[src/rtl/consmax_lanes_if.sv]
// Stream and LUT-programming bundle for the consmax_lanes exponent unit.
// The master drives beats and LUT writes; the slave (the unit) returns results.
interface consmax_lanes_if #(
    parameter int NUM_LANE  = 4,
    parameter int IDATA_BIT = 8,
    parameter int ODATA_BIT = 8,
    parameter int CDATA_BIT = 8,
    parameter int LUT_DATA  = 8
);
    localparam int LUT_ADDR = IDATA_BIT / 2;

    logic [CDATA_BIT-1:0]          cfg_shift;
    logic                          lut_wen;
    logic [LUT_ADDR:0]             lut_waddr;
    logic [LUT_DATA-1:0]           lut_wdata;
    logic [NUM_LANE*IDATA_BIT-1:0] idata;
    logic                          idata_valid;
    logic                          idata_ready;
    logic [NUM_LANE*ODATA_BIT-1:0] odata;
    logic                          odata_valid;
    logic                          odata_ready;

    modport master (
        output cfg_shift, lut_wen, lut_waddr, lut_wdata, idata, idata_valid, odata_ready,
        input  idata_ready, odata, odata_valid
    );

    modport slave (
        input  cfg_shift, lut_wen, lut_waddr, lut_wdata, idata, idata_valid, odata_ready,
        output idata_ready, odata, odata_valid
    );
endinterface

[src/rtl/consmax_lanes.sv]
// Multi-lane ConSmax exponent: e(x) = LUT_HI[x_hi] * LUT_LO[x_lo] >> shift, saturated, 3-stage pipe.
// Define CONSMAX_ROUND_EN to round half-up in the final shift instead of truncating.
module consmax_lanes #(
    parameter int NUM_LANE  = 4,
    parameter int IDATA_BIT = 8,
    parameter int ODATA_BIT = 8,
    parameter int CDATA_BIT = 8,
    parameter int LUT_DATA  = 8
) (
    input logic clk,
    input logic rst,
    consmax_lanes_if.slave bus
);
    localparam int LUT_ADDR  = IDATA_BIT / 2;
    localparam int LUT_DEPTH = 2 ** LUT_ADDR;
    localparam int PROD_BIT  = 2 * LUT_DATA;
    localparam logic [PROD_BIT:0] SAT_LIMIT = (PROD_BIT + 1)'((2 ** ODATA_BIT) - 1);

    logic [LUT_DATA-1:0] lut_hi [LUT_DEPTH];
    logic [LUT_DATA-1:0] lut_lo [LUT_DEPTH];

    logic stall;
    logic ready;
    logic accept;

    logic [LUT_DATA-1:0] rd_hi [NUM_LANE];
    logic [LUT_DATA-1:0] rd_lo [NUM_LANE];

    logic                 s1_valid;
    logic [CDATA_BIT-1:0] s1_shift;
    logic [LUT_DATA-1:0]  s1_hi [NUM_LANE];
    logic [LUT_DATA-1:0]  s1_lo [NUM_LANE];

    logic                 s2_valid;
    logic [CDATA_BIT-1:0] s2_shift;
    logic [PROD_BIT-1:0]  s2_prod [NUM_LANE];

    logic [NUM_LANE*ODATA_BIT-1:0] s3_res;
    logic [NUM_LANE*ODATA_BIT-1:0] odata_q;
    logic                          odata_valid_q;

    // A single global stall keeps every stage frozen while the output is held.
    assign stall           = odata_valid_q & ~bus.odata_ready;
    assign ready           = ~stall & ~bus.lut_wen;
    assign accept          = bus.idata_valid & ready;
    assign bus.idata_ready = ready;
    assign bus.odata       = odata_q;
    assign bus.odata_valid = odata_valid_q;

    function automatic logic [ODATA_BIT-1:0] shift_sat(input logic [PROD_BIT-1:0]  prod,
                                                       input logic [CDATA_BIT-1:0] shift);
        logic [PROD_BIT:0] sum;
        logic [PROD_BIT:0] shifted;
        sum = {1'b0, prod};
`ifdef CONSMAX_ROUND_EN
        if (shift != '0 && int'(shift) < PROD_BIT) begin
            sum = sum + ((PROD_BIT + 1)'(1) << (shift - CDATA_BIT'(1)));
        end
`endif
        shifted = sum >> shift;
        if (int'(shift) >= PROD_BIT) begin
            return '0;
        end else if (shifted > SAT_LIMIT) begin
            return '1;
        end else begin
            return shifted[ODATA_BIT-1:0];
        end
    endfunction

    // Both tables share one write port; the MSB of the address picks the table.
    always_ff @(posedge clk or posedge rst) begin
        if (rst) begin
            for (int i = 0; i < LUT_DEPTH; i++) begin
                lut_hi[i] <= '0;
                lut_lo[i] <= '0;
            end
        end else if (bus.lut_wen) begin
            if (bus.lut_waddr[LUT_ADDR]) begin
                lut_hi[bus.lut_waddr[LUT_ADDR-1:0]] <= bus.lut_wdata;
            end else begin
                lut_lo[bus.lut_waddr[LUT_ADDR-1:0]] <= bus.lut_wdata;
            end
        end
    end

    always_comb begin
        for (int i = 0; i < NUM_LANE; i++) begin
            rd_hi[i] = lut_hi[bus.idata[i*IDATA_BIT+LUT_ADDR +: LUT_ADDR]];
            rd_lo[i] = lut_lo[bus.idata[i*IDATA_BIT +: LUT_ADDR]];
        end
    end

    always_comb begin
        s3_res = '0;
        for (int i = 0; i < NUM_LANE; i++) begin
            s3_res[i*ODATA_BIT +: ODATA_BIT] = shift_sat(s2_prod[i], s2_shift);
        end
    end

    // The shift travels with its beat so later cfg_shift changes never touch it.
    always_ff @(posedge clk or posedge rst) begin
        if (rst) begin
            s1_valid      <= 1'b0;
            s1_shift      <= '0;
            s2_valid      <= 1'b0;
            s2_shift      <= '0;
            odata_q       <= '0;
            odata_valid_q <= 1'b0;
            for (int i = 0; i < NUM_LANE; i++) begin
                s1_hi[i]   <= '0;
                s1_lo[i]   <= '0;
                s2_prod[i] <= '0;
            end
        end else if (!stall) begin
            s1_valid <= accept;
            if (accept) begin
                s1_shift <= bus.cfg_shift;
                for (int i = 0; i < NUM_LANE; i++) begin
                    s1_hi[i] <= rd_hi[i];
                    s1_lo[i] <= rd_lo[i];
                end
            end
            s2_valid <= s1_valid;
            s2_shift <= s1_shift;
            for (int i = 0; i < NUM_LANE; i++) begin
                s2_prod[i] <= PROD_BIT'(s1_hi[i]) * PROD_BIT'(s1_lo[i]);
            end
            odata_valid_q <= s2_valid;
            odata_q       <= s3_res;
        end
    end
endmodule

[src/flat_wrapper.sv]
// flat-port wrapper written by rule: the top's interface ports become plain ports
module consmax_lanes_flat 
#(
    parameter int NUM_LANE  = 4,
    parameter int IDATA_BIT = 8,
    parameter int ODATA_BIT = 8,
    parameter int CDATA_BIT = 8,
    parameter int LUT_DATA  = 8
)
  (clk, rst, bus_cfg_shift, bus_lut_wen, bus_lut_waddr, bus_lut_wdata, bus_idata, bus_idata_valid, bus_odata_ready, bus_idata_ready, bus_odata, bus_odata_valid);
  consmax_lanes_if #(.NUM_LANE(NUM_LANE), .IDATA_BIT(IDATA_BIT), .ODATA_BIT(ODATA_BIT), .CDATA_BIT(CDATA_BIT), .LUT_DATA(LUT_DATA)) bus_i ();
  input logic clk;
  input logic rst;
  input wire logic [$bits(bus_i.cfg_shift)-1:0] bus_cfg_shift;
  input wire logic [$bits(bus_i.lut_wen)-1:0] bus_lut_wen;
  input wire logic [$bits(bus_i.lut_waddr)-1:0] bus_lut_waddr;
  input wire logic [$bits(bus_i.lut_wdata)-1:0] bus_lut_wdata;
  input wire logic [$bits(bus_i.idata)-1:0] bus_idata;
  input wire logic [$bits(bus_i.idata_valid)-1:0] bus_idata_valid;
  input wire logic [$bits(bus_i.odata_ready)-1:0] bus_odata_ready;
  output wire logic [$bits(bus_i.idata_ready)-1:0] bus_idata_ready;
  output wire logic [$bits(bus_i.odata)-1:0] bus_odata;
  output wire logic [$bits(bus_i.odata_valid)-1:0] bus_odata_valid;
  assign bus_i.cfg_shift = bus_cfg_shift;
  assign bus_i.lut_wen = bus_lut_wen;
  assign bus_i.lut_waddr = bus_lut_waddr;
  assign bus_i.lut_wdata = bus_lut_wdata;
  assign bus_i.idata = bus_idata;
  assign bus_i.idata_valid = bus_idata_valid;
  assign bus_i.odata_ready = bus_odata_ready;
  assign bus_idata_ready = bus_i.idata_ready;
  assign bus_odata = bus_i.odata;
  assign bus_odata_valid = bus_i.odata_valid;
  consmax_lanes #(.NUM_LANE(NUM_LANE), .IDATA_BIT(IDATA_BIT), .ODATA_BIT(ODATA_BIT), .CDATA_BIT(CDATA_BIT), .LUT_DATA(LUT_DATA)) u_core (.clk(clk), .rst(rst), .bus(bus_i));
endmodule
[config.mk]
export PLATFORM = sky130hd
export DESIGN_NAME = consmax_lanes_flat
export DESIGN_NICKNAME = d
export VERILOG_FILES = /design/src/rtl/consmax_lanes_if.sv /design/src/rtl/consmax_lanes.sv /design/src/flat_wrapper.sv
export SDC_FILE = /design/constraint.sdc
export NUM_CORES = 2
export LEC_CHECK = 0
export CELL_PAD_IN_SITES_DETAIL_PLACEMENT = 1
export CELL_PAD_IN_SITES_GLOBAL_PLACEMENT = 1
export CORE_MARGIN = 10
export CORE_UTILIZATION = 48
export CTS_CLUSTER_DIAMETER = 40
export DETAILED_ROUTE_END_ITERATION = 6
export PLACE_DENSITY = 0.83
export SKIP_LAST_GASP = 1
export SLEW_MARGIN = 20
export SYNTH_ARGS = -nofsm -noshare
export SYNTH_HDL_FRONTEND = slang
export SYNTH_SLANG_ARGS = --single-unit
[constraint.sdc]
create_clock -name clk -period 18.1 [get_ports clk]
set_clock_uncertainty 0.05 [all_clocks]
set_input_delay 5.43 -clock clk [delete_from_list [all_inputs] [get_ports clk]]
set_output_delay 5.43 -clock clk [all_outputs]
set_load 0.03 [all_outputs]
==> reports/results.ini <==
[clock_tree]
cts_setup_buffers=0
cts_tree=built
cts.sinks=435
cts_max_path_buffers=3
cts_root_buffer=clkbuf_16
cts_buffers=74
ctsHoldBuffers=0
clk_latency_ns=0.66
path_clk_slew_ns=0.05
cts_resized=0
htreeDepth=3

[logic_synthesis]
yosysSeqAreaShare_pct=31.22
yosysUniqueCellTypes=75
ys_ff_latch=435
async_flop_share_pct=100.0
synthMuxAreaShare_pct=35.06
synthAdderAreaFrac_pct=13.44
synthSimpleGateAreaFrac_pct=9.123
synth_edf_count=0
synthFlopType=dfrtp_1
yosysWarnings=0
synth_xor_area_share_pct=0.8542
synth_compound_area_share_pct=5.768
syn_nets=3148
avgSynthCellArea_um2=12.44
syn_area_mm2=0.03486
synth_cells=2802
synth_top_family_by_area=multiplexers

[floorplan]
die_h_um=289.5
io_pins=92
die_w_um=289.5
die_area_mm2=0.08381
start_util_pct=48.60
fp-row-count=98
core_area_mm2=0.07173

[route]
vias=26371
vias_per_cell=6.866
wl_mm=122.2
wl_per_cell_um=31.80
drt_iter0_drc=2885
drtPass1Iterations=7
postRouteAntennaNets=0
remaining_drc_errors=6

[global_route]
grt_pass1_vias=28914
grt_max_degree=179
antenna_found_initial=12
gr-total-overflow=0
grt_pass1_wl_mm=188.6
grt_util_all_layers_pct=29.47

[sta]
timing.final.crit_share_pct=72.39
timing.fmax_mhz=76.32
rsz0062_at_grt=false
hold_viol=0
setup_tns_ns=0
worst_pin_slew_ns=1.198
relSlewSlack_pct=19.85
setup_violations=0
drv_slew=0
period_minus_slack_ns=13.10

[final_layout]
design_area_mm2=0.03921
areaGrowthSynthToFinish_pct=12.48
layout-drive-gt1-share_pct=31.73
fillers=7078
nets=3171

[power_and_ir_drop]
ir_worst_vdd_v=0.00009813
sw_frac_of_total_pct=41.38
switching_power_mw=2.386
pwr-share-comb_pct=43.6
intPower_mw=3.380
power.leakage_nw=17.37
powerDensity_mw_per_mm2=147.1
seq_power_share_pct=29.5
clockPowerShare_pct=26.9

[worst_setup_path]
critPathRequiredTime_ns=12.62
path_class=primary input to output port
max_stage_delay_ns=0.76
crit_path_end_kind=output port
critPathSlowestCell=buf_4
crit_arrival_ns=7.62
crit_fanout=93
crit_top_cell=clkdlybuf4s50_1
crit_chain=clkdlybuf4s50_1 -> nor2b_4 -> buf_4 -> nor2_1 -> clkdlybuf4s50_1
cp-start-kind=primary input

[outcome]
violations=design-rule violations
status=complete, but fails checks

[worst_hold_path]
hold_path_class=flop to flop

[placement]
dpl.hpwl_mm=76.85
dpl_cell_area_mm2=0.03649
numPortBuffers=91
gp_congestion=0.9153

[flow_run]
cap_violations=0

## final timing paths
check                                 from                 end  slack [ns]  cells after the start
max in group asynchronous              rst   u_core.lut_hi[66]       10.21                      4
min in group asynchronous              rst   u_core.lut_lo[98]        5.32                      2
hold reg to reg            u_core.s2_valid     u_core.s2_valid        0.42                      2
setup / recovery           bus_odata_ready     bus_idata_ready        5.00                      5
setup reg to reg           u_core.s1_hi[5]  u_core.s2_prod[15]       13.28                     15
hold / removal             u_core.s2_valid     u_core.s2_valid        0.42                      2
## final cells by class
class                   count  area, um2  share of cell area, %
clock inverters            55      802.0                  2.045
diodes                      4      10.01                0.02553
repair buffers            127       1114                  2.840
multi-input cells        1973      22480                  57.33
well taps                 950       1189                  3.031
inverters                 214      810.8                  2.068
clock buffers              83       1916                  4.885
flip-flops and latches    435      10890                  27.78
## routing by layer
metal / track usage, % / wire, um / part of all wire (%) / vias to the layer above
met5: 0 / 134 / 0.11 / -
met4: 17.33 / 8408 / 6.9 / 18
met3: 7.928 / 11390 / 9.3 / 549
met2: 47.71 / 58290 / 48 / 1704
met1: 35.16 / 43940 / 36 / 13672
li1: - / - / - / 10428
## cell usage in the layout (no fill, tap or decap), types with 23 or more instances in the layout
master / n
o21ai_0: 54
ha_1: 144
buf_4: 35
mux2i_1: 31
a211oi_1: 23
mux4_2: 356
xnor2_1: 24
nand3_1: 27
and2_1: 207
nor2_1: 105
dfrtp_1: 432
a21oi_1: 57
fa_1: 144
clkdlybuf4s50_1: 75
mux2_2: 345
nand2_1: 194
inv_1: 211
clkbuf_16: 74
## flip-flops by register name, summed over array words and instances, names as in the netlist
register / cells
u_core.bus.odata: 32
u_core.bus.odata_valid: 1
u_core.lut_hi: 128
u_core.lut_lo: 128
u_core.s1_hi: 32
u_core.s1_lo: 32
u_core.s1_shift: 8
u_core.s1_valid: 1
u_core.s2_prod: 64
u_core.s2_shift: 8
u_core.s2_valid: 1
## logic make-up after synthesis
family	count (synthesis)
XOR/XNOR	34
AND/OR/NAND/NOR	629
AO/OA/AOI/OAI	289
adder cells (fa/ha/maj)	288
flip-flops	435
buffers and inverters	394
multiplexers	733
## synth_stat cells (10+ instances only)
| cell type | instances | area, um2 |
|---|---|---|
| dfrtp_1 | 435 | 10890 |
| nand2b_1 | 15 | 93.84 |
| o31ai_1 | 12 | 90.09 |
| mux4_2 | 356 | 8018 |
| ha_1 | 144 | 1802 |
| nand2_1 | 194 | 728.2 |
| nor3_1 | 24 | 120.1 |
| inv_1 | 212 | 795.8 |
| nor2b_1 | 11 | 68.82 |
| xnor2_1 | 24 | 210.2 |
| buf_2 | 44 | 220.2 |
| a21oi_1 | 57 | 285.3 |
| a211oi_1 | 23 | 172.7 |
| buf_1 | 16 | 60.06 |
| clkbuf_1 | 110 | 412.9 |
| nor2_1 | 108 | 405.4 |
| a22oi_1 | 10 | 75.07 |
| a31oi_1 | 11 | 68.82 |
| fa_1 | 144 | 2883 |
| and2_1 | 208 | 1301 |
| o21ai_0 | 54 | 270.3 |
| nand3_1 | 27 | 135.1 |
| mux2_2 | 345 | 3885 |
| mux2i_1 | 31 | 310.3 |
| o21a_1 | 10 | 75.07 |
| a21o_1 | 18 | 135.1 |
| xor2_1 | 10 | 87.58 |
## power groups by stage
stage               registers (mW)  clock network, mW  logic (mW)
floorplan                     1.48                  0        1.83
global placement              1.60                  0        2.27
detailed placement            1.66                  0        2.43
CTS                           1.68               1.56        2.51
global route                  1.73               1.61        2.77
finish                        1.70               1.55        2.52
## per-stage QoR
stage / setup WS [ns] / util, % / power, mW / hold WS (ns) / instances
2_1_floorplan: 0.5033 / - / 3.305 / 0.3800 / 2802
4_1_cts: 5.001 / 54.66 / 5.749 / 0.4200 / 3837
6_report: 4.998 / 54.67 / 5.767 / 0.4211 / 3841
3_5_place_dp: 5.010 / 50.87 / 4.092 / 0.4085 / 3699
3_3_place_gp: 5.050 / 50.88 / 3.864 / 0.3989 / 3699
5_1_grt: 4.874 / 54.65 / 6.108 / 0.4376 / 3837
## critical path: cells and delay by family
kind	cells	cell delay, ns
AND/OR/NAND/NOR	2	0.29
buffers and inverters	3	1.88
Note: power is estimated with default switching activity, not from simulation.
